`src/rtl/fp_mult_arbiter_pkg.sv`:
```
// fp_mult_arbiter_pkg: shared state encoding, FP constants and default sizes for the multiplier arbiter
package fp_mult_arbiter_pkg;
  typedef enum logic [1:0] {
    IDLE    = 2'd0,
    ISSUE   = 2'd1,
    WAIT    = 2'd2,
    DELIVER = 2'd3
  } state_t;
  localparam int N_REQ_DEF = 4;
  localparam int DATA_W_DEF = 32;
  localparam logic [31:0] FP_ONE = 32'h3f800000;
  localparam logic [31:0] FP_ZERO = 32'h00000000;
endpackage

```
`src/rtl/fp_mult_arbiter_if.sv`:
```
// fp_mult_arbiter_if: requester-side and multiplier-side handshake bundle of the arbiter
interface fp_mult_arbiter_if #(
  parameter int N_REQ = 4,
  parameter int DATA_W = 32
);
  logic [N_REQ*DATA_W-1:0] i_req_a;
  logic [N_REQ*DATA_W-1:0] i_req_b;
  logic [N_REQ-1:0] i_req_stb;
  logic [N_REQ-1:0] o_req_ack;
  logic [DATA_W-1:0] o_req_z;
  logic [N_REQ-1:0] o_req_z_stb;
  logic [N_REQ-1:0] i_req_z_ack;
  logic [DATA_W-1:0] o_unit_a;
  logic [DATA_W-1:0] o_unit_b;
  logic o_unit_ab_stb;
  logic i_unit_ab_ack;
  logic [DATA_W-1:0] i_unit_z;
  logic i_unit_z_stb;
  logic o_unit_z_ack;
  modport master (
    input  i_req_a, i_req_b, i_req_stb, i_req_z_ack, i_unit_ab_ack, i_unit_z, i_unit_z_stb,
    output o_req_ack, o_req_z, o_req_z_stb, o_unit_a, o_unit_b, o_unit_ab_stb, o_unit_z_ack
  );
  modport slave (
    output i_req_a, i_req_b, i_req_stb, i_req_z_ack, i_unit_ab_ack, i_unit_z, i_unit_z_stb,
    input  o_req_ack, o_req_z, o_req_z_stb, o_unit_a, o_unit_b, o_unit_ab_stb, o_unit_z_ack
  );
endinterface

```
`src/rtl/fp_mult_arbiter_rr_pick.sv`:
```
// fp_mult_arbiter_rr_pick: round-robin pick of the first request after last, wrapping mod N_REQ
module fp_mult_arbiter_rr_pick #(
  parameter int N_REQ = 4,
  parameter int ID_W = 2
) (
  input  logic [N_REQ-1:0] req,
  input  logic [ID_W-1:0]  last,
  output logic [ID_W-1:0]  id,
  output logic             valid
);
  int idx;
  // scan farthest offset first so the nearest requester after last overwrites
  always_comb begin
    id = '0;
    valid = 1'b0;
    idx = 0;
    for (int i = N_REQ; i >= 1; i--) begin
      idx = (int'(last) + i) % N_REQ;
      if (req[idx[ID_W-1:0]]) begin
        id = idx[ID_W-1:0];
        valid = 1'b1;
      end
    end
  end
endmodule

```
`src/rtl/fp_mult_arbiter.sv`:
```
// fp_mult_arbiter: shares one stb/ack multiplier between N_REQ requesters, one transaction in flight
module fp_mult_arbiter
  import fp_mult_arbiter_pkg::*;
#(
  parameter int N_REQ = N_REQ_DEF,
  parameter int DATA_W = DATA_W_DEF,
  parameter int ID_W = $clog2(N_REQ)
) (
  input  logic            i_CLK,
  input  logic            i_RSTN,
  fp_mult_arbiter_if.master bus,
  output logic            o_busy,
  output logic [ID_W-1:0] o_grant_id
);
  state_t state, state_nx;
  logic [DATA_W-1:0] a_q, b_q, z_q;
  logic [ID_W-1:0] id_q, last_q, pick_id;
  logic [N_REQ-1:0] ack_q;
  logic pick_vld, z_ack_q, grant, take_z, done;
  fp_mult_arbiter_rr_pick #(.N_REQ(N_REQ), .ID_W(ID_W)) u_pick (
    .req(bus.i_req_stb),
    .last(last_q),
    .id(pick_id),
    .valid(pick_vld)
  );
  assign grant = state == IDLE && pick_vld;
  assign take_z = state == WAIT && bus.i_unit_z_stb;
  assign done = state == DELIVER && bus.i_req_z_ack[id_q];
  always_ff @(posedge i_CLK or negedge i_RSTN)
    if (!i_RSTN) state <= IDLE;
    else state <= state_nx;
  always_comb begin
    state_nx = state;
    bus.o_unit_ab_stb = state == ISSUE;
    bus.o_req_z_stb = state == DELIVER ? N_REQ'(1) << id_q : '0;
    o_busy = state != IDLE;
    case (state)
      IDLE:    state_nx = pick_vld ? ISSUE : IDLE;
      ISSUE:   state_nx = bus.i_unit_ab_ack ? WAIT : ISSUE;
      WAIT:    state_nx = bus.i_unit_z_stb ? DELIVER : WAIT;
      DELIVER: state_nx = bus.i_req_z_ack[id_q] ? IDLE : DELIVER;
      default: state_nx = IDLE;
    endcase
  end
  // reset pointer at N_REQ-1 so requester 0 wins the first arbitration
  always_ff @(posedge i_CLK or negedge i_RSTN)
    if (!i_RSTN) begin
      a_q <= '0;
      b_q <= '0;
      z_q <= '0;
      id_q <= '0;
      last_q <= ID_W'(N_REQ - 1);
      ack_q <= '0;
      z_ack_q <= 1'b0;
    end else begin
      ack_q <= grant ? N_REQ'(1) << pick_id : '0;
      z_ack_q <= take_z;
      if (grant) begin
        id_q <= pick_id;
        a_q <= bus.i_req_a[pick_id*DATA_W +: DATA_W];
        b_q <= bus.i_req_b[pick_id*DATA_W +: DATA_W];
      end
      if (take_z) z_q <= bus.i_unit_z;
      if (done) last_q <= id_q;
    end
  assign bus.o_req_ack = ack_q;
  assign bus.o_req_z = z_q;
  assign bus.o_unit_a = a_q;
  assign bus.o_unit_b = b_q;
  assign bus.o_unit_z_ack = z_ack_q;
  assign o_grant_id = id_q;
endmodule

```
`src/flat_wrapper.sv`:
```
// flat-port wrapper written by rule: the top's interface ports become plain ports
module fp_mult_arbiter_flat import fp_mult_arbiter_pkg::*;
#(
  parameter int N_REQ = N_REQ_DEF,
  parameter int DATA_W = DATA_W_DEF,
  parameter int ID_W = $clog2(N_REQ)
)
  (i_CLK, i_RSTN, o_busy, o_grant_id, bus_i_req_a, bus_i_req_b, bus_i_req_stb, bus_i_req_z_ack, bus_i_unit_ab_ack, bus_i_unit_z, bus_i_unit_z_stb, bus_o_req_ack, bus_o_req_z, bus_o_req_z_stb, bus_o_unit_a, bus_o_unit_b, bus_o_unit_ab_stb, bus_o_unit_z_ack);
  fp_mult_arbiter_if #(.N_REQ(N_REQ), .DATA_W(DATA_W)) bus_i ();
  input  logic i_CLK;
  input  logic i_RSTN;
  output logic o_busy;
  output logic [ID_W-1:0] o_grant_id;
  input wire logic [$bits(bus_i.i_req_a)-1:0] bus_i_req_a;
  input wire logic [$bits(bus_i.i_req_b)-1:0] bus_i_req_b;
  input wire logic [$bits(bus_i.i_req_stb)-1:0] bus_i_req_stb;
  input wire logic [$bits(bus_i.i_req_z_ack)-1:0] bus_i_req_z_ack;
  input wire logic [$bits(bus_i.i_unit_ab_ack)-1:0] bus_i_unit_ab_ack;
  input wire logic [$bits(bus_i.i_unit_z)-1:0] bus_i_unit_z;
  input wire logic [$bits(bus_i.i_unit_z_stb)-1:0] bus_i_unit_z_stb;
  output wire logic [$bits(bus_i.o_req_ack)-1:0] bus_o_req_ack;
  output wire logic [$bits(bus_i.o_req_z)-1:0] bus_o_req_z;
  output wire logic [$bits(bus_i.o_req_z_stb)-1:0] bus_o_req_z_stb;
  output wire logic [$bits(bus_i.o_unit_a)-1:0] bus_o_unit_a;
  output wire logic [$bits(bus_i.o_unit_b)-1:0] bus_o_unit_b;
  output wire logic [$bits(bus_i.o_unit_ab_stb)-1:0] bus_o_unit_ab_stb;
  output wire logic [$bits(bus_i.o_unit_z_ack)-1:0] bus_o_unit_z_ack;
  assign bus_i.i_req_a = bus_i_req_a;
  assign bus_i.i_req_b = bus_i_req_b;
  assign bus_i.i_req_stb = bus_i_req_stb;
  assign bus_i.i_req_z_ack = bus_i_req_z_ack;
  assign bus_i.i_unit_ab_ack = bus_i_unit_ab_ack;
  assign bus_i.i_unit_z = bus_i_unit_z;
  assign bus_i.i_unit_z_stb = bus_i_unit_z_stb;
  assign bus_o_req_ack = bus_i.o_req_ack;
  assign bus_o_req_z = bus_i.o_req_z;
  assign bus_o_req_z_stb = bus_i.o_req_z_stb;
  assign bus_o_unit_a = bus_i.o_unit_a;
  assign bus_o_unit_b = bus_i.o_unit_b;
  assign bus_o_unit_ab_stb = bus_i.o_unit_ab_stb;
  assign bus_o_unit_z_ack = bus_i.o_unit_z_ack;
  fp_mult_arbiter #(.N_REQ(N_REQ), .DATA_W(DATA_W), .ID_W(ID_W)) u_core (.i_CLK(i_CLK), .i_RSTN(i_RSTN), .bus(bus_i), .o_busy(o_busy), .o_grant_id(o_grant_id));
endmodule
```
`config.mk`:
```
export PLATFORM = sky130hd
export DESIGN_NAME = fp_mult_arbiter_flat
export DESIGN_NICKNAME = d
export VERILOG_FILES = /design/src/rtl/fp_mult_arbiter_pkg.sv /design/src/rtl/fp_mult_arbiter_if.sv /design/src/rtl/fp_mult_arbiter_rr_pick.sv /design/src/rtl/fp_mult_arbiter.sv /design/src/flat_wrapper.sv
export SDC_FILE = /design/constraint.sdc
export NUM_CORES = 1
export LEC_CHECK = 0
export ABC_CLOCK_PERIOD_IN_PS = 4500
export BUFFER_PORTS_ARGS = -buffer_cell sky130_fd_sc_hd__buf_4
export CORE_AREA = 2 2 161 163
export DETAILED_ROUTE_END_ITERATION = 6
export DIE_AREA = 0 0 163 165
export GPL_ROUTABILITY_DRIVEN = 0
export GPL_TIMING_DRIVEN = 0
export PLACE_DENSITY_LB_ADDON = 0.3
export SLEW_MARGIN = 15
export SYNTH_ARGS = -nofsm -noshare
export SYNTH_HDL_FRONTEND = slang
export SYNTH_HIERARCHICAL = 1
export SYNTH_SLANG_ARGS = --single-unit
```
`constraint.sdc`:
```
create_clock -name i_CLK -period 4.5 [get_ports i_CLK]
set_input_delay 1.125 -clock i_CLK [delete_from_list [all_inputs] [get_ports i_CLK]]
set_output_delay 1.125 -clock i_CLK [all_outputs]
set_load 0.02 [all_outputs]
```
==> results <==
- The total die area is 0.0269 sq mm.
- Dividing the detail-routed via count by the number of cells gives 4.39.
- Once the floorplan was initialized, standard cells occupied 23.2% of the core.
- The setup TNS after final layout is 0 ns.
- After detailed routing, the average wire length per cell comes to 18.2 um.
- The setup slack on the worst flop-to-flop path is 1.79 ns.
- Across all setup checks in the final design, the least slack found is 1.44 ns.
- The synthesized design devotes to its leading area cell type 45.3% of total area.
- For this run, the detailed router's first-pass iteration total came to 4.
- The type of element launching the critical path is a primary input.
- Setup violations remaining at the end of the flow were counted as 0.
- The total grt overflow is 0.
- The final clock period utilization by the worst path is 68.1%.
- The overall fraction of global-route tracks in use is 14.5%.
- The CTS tree is done.
- Yosys printed 6 warnings.
- By area the synthesized netlist is led by dfrtp_1 (45%), mux4_2 (25%), mux2_2 (15%).
- The first global-routing pass estimated 29800 um of wire.
- The number of antenna diodes is 0.
- Across the routed clock network, the largest skew measured is 0.0135 ns.
- The buffer type at the clock tree root is clkbuf_16.
- The gate count of the mapped netlist is 351.
- The worst register-to-register path has a depth of 7.
- Counting flops and latches in the post-synthesis netlist gives 107.
- The worst setup path is captured at a flip-flop.
- Total power for the finished layout comes to 6.12 mW.
- The clock latency reported for the late side of the worst-skew pair is 0.36 ns.
- The via count of the first global-routing pass is 5257.
- The core region is 0.0250 sq mm.
- The type of the setup path with the least slack is primary input to flip-flop.
- The library cell with the largest summed area after synthesis is dfrtp_1.
- The most critical setup path has its endpoint at u_core/bus.o_unit_b[1].
- Final hold analysis gives a worst-case slack of 0.508 ns.
- STA puts the critical path data arrival time at 3.31 ns.
- The maximum operating frequency is 326 MHz.
- Measured along the x axis, the die boundary spans 163 um.
- The fraction of layout cells with a size suffix above 1 is 79.4%.
- Setup repair after global routing left no endpoint under its margin.
- The number of gates resized after CTS was 0.
- The count of unique library cells instantiated by Yosys is 31.
- The worst hold path belongs to the class flip-flop to flip-flop.
- The number of max-capacitance violations reported is 0.
- The floorplan die height is 165 um.
- After the last flow step, the layout net total stands at 1071.
- Once the clock tree was built, the setup fixing pass inserted 0 buffers.
- In this run the tool buffered the top-level ports with 408 buffer cells.
- The worst flop-to-flop path endpoint is u_core/bus.o_unit_b[1].
- The summed instance area of the synthesized netlist is 0.00580 sq mm.
- The clock period could shrink to 3.06 ns.
- The most critical setup path has its startpoint at bus_i_req_stb[0].
- The number of nets in the synthesized netlist is 651.
- The post-synthesis area per instance is 16.5 sq um.
- Summing the sequential cell areas from Yosys gives 46.2% of the chip area.
- The clock transition at the registers of the reported paths is 0.08 ns.
- Once detailed placement completed, the half-perimeter wirelength came to 16500 um.
- The quantity of hold-fixing buffers added after cts is 0.
- The largest driver fanout on the critical path is 10.
- The startpoint identified for the worst register-to-register timing path is u_core/last_q[1].
- In this run the number of H-tree levels came out at 3.
- IR analysis of the VDD net gives a maximum drop of 0.248 mV.
- The sink count of the clock tree is 107.
- Row generation in the floorplan step produced 58 rows.
- For this design the static power due to leakage is 4.52 nW.
- For this design the ratio of total power to cell area is 636 mW/mm^2.
- The run finished with clean final reports.
- The post-route antenna net violation count is 0.
- The DRC violation count after routing is 0.
- The post-place setup slack is 1.05 ns.
- The synthesis-to-finish area growth is 65.8%.
- The worst slew margin relative to its limit is 54.6%.
- The initial antenna violation count is 0.
- The iteration-0 DRC count of the detailed router is 158.
- The count of pins on the block boundary is 409.
- The number of buffers inserted during clock tree synthesis is 9.
- STA puts the critical path data required time at 4.74 ns.
- The maximum count of clock buffers along a single path is 2.
- The max-slew violation total from the final report is 0.
- The final layout contains routed wiring with a total length of 20100 um.
- The number of hold violations in the final report is 0.
- The total number of vias is 4860.
- Entering global routing, the biggest net connects 59 pins.
- The pin slew with the least headroom to its limit is 0.678 ns.
[cells by family (layout without fill, tap and decap cells)]
logic type | Yosys count | in the layout | share of synthesized area (%)
flip-flops | 107 | 107 | 46.2
buffers and inverters | 36 | 461 | 3.79
AO/OA/AOI/OAI | 14 | 14 | 1.66
multiplexers | 164 | 164 | 45.7
AND/OR/NAND/NOR | 30 | 30 | 2.70
[per-stage QoR]
step	cell area, sq um	instances	util [%]
after floorplan	5800	351	-
after global placement	9280	1089	37.1
after detailed placement	9310	1090	37.2
after CTS	9620	1106	38.4
after global routing	9620	1106	38.4
final	9620	1106	38.4
[Yosys cell counts (all sizes together)]
cell type	number
a21oi	4
a31o	1
a31oi	1
and2b	1
and3	1
buf	23
clkbuf	6
dfrtp	105
dfstp	2
inv	7
mux2	96
mux2i	3
mux4	65
nand2	7
nand2b	4
nand3	1
nand3b	2
nor2	9
nor2b	1
nor3	2
nor3b	1
o2111ai	1
o21ai	5
o221ai	2
or3b	1
[power by group]
group,switching (mW),total [mW],internal [mW]
Sequential,0.253,1.71,1.46
Combinational,1.67,3.58,1.90
Clock,0.428,0.831,0.403
Total,2.36,6.12,3.76
[per-layer routing]
layer	part of all wire, %	global-route usage (%)	vias up
li1	-	-	2207
met1	39	17.3	2399
met3	9.1	4.87	21
met5	0	0	-
met2	50	25.0	233
met4	1.7	4.06	0
[critical path, stage by stage]
cell      delay [ns]
buf_4           0.12
a21oi_1         0.12
a31oi_1         0.05
a21oi_1         0.13
buf_2           0.22
buf_4           0.26
clkbuf_1        0.52
mux4_2          0.45
mux2_4          0.27
[cell type report]
type                       count  area, sq um
fill                        2477        15400
buffer                        29          194
sequential                   107         2680
clock inverter                 7         88.8
inverter                       7         26.3
timing repair buffer         409         3090
clock buffer                   9          225
tap                          330          413
multi-input combinational    208         2900
[flip-flops by register name, indices dropped and copies added (netlist names)]
register                 cells
u_core/state                 2
u_core/bus.o_unit_z_ack      1
u_core/bus.o_unit_b         32
u_core/o_grant_id            2
u_core/bus.o_req_z          32
u_core/bus.o_req_ack         4
u_core/last_q                2
u_core/bus.o_unit_a         32
[worst min-delay path by stage]
stage                     slack, ns                endpoint  depth (start not counted)              startpoint
after detailed placement       0.49  u_core/bus.o_unit_b[2]                          1  u_core/bus.o_unit_b[2]
after floorplan                0.50        u_core/last_q[0]                          2        u_core/last_q[0]
after global routing           0.52   u_core/bus.o_req_z[1]                          1   u_core/bus.o_req_z[1]
after global placement         0.49  u_core/bus.o_req_z[30]                          1  u_core/bus.o_req_z[30]
after CTS                      0.51  u_core/bus.o_unit_a[7]                          1  u_core/bus.o_unit_a[7]
final                          0.51  u_core/bus.o_unit_a[7]                          1  u_core/bus.o_unit_a[7]
[placed cells by master (no fill, tap or decap), types with 5 or more instances in the layout]
cell / instances
mux2_2: 76
nand2_1: 7
clkbuf_1: 6
inv_1: 7
buf_4: 409
mux2_4: 20
mux4_2: 65
buf_2: 17
nor2_1: 9
dfrtp_1: 105
o21ai_0: 5
clkbuf_16: 9
No activity file was read; power rests on OpenSTA's default activity.
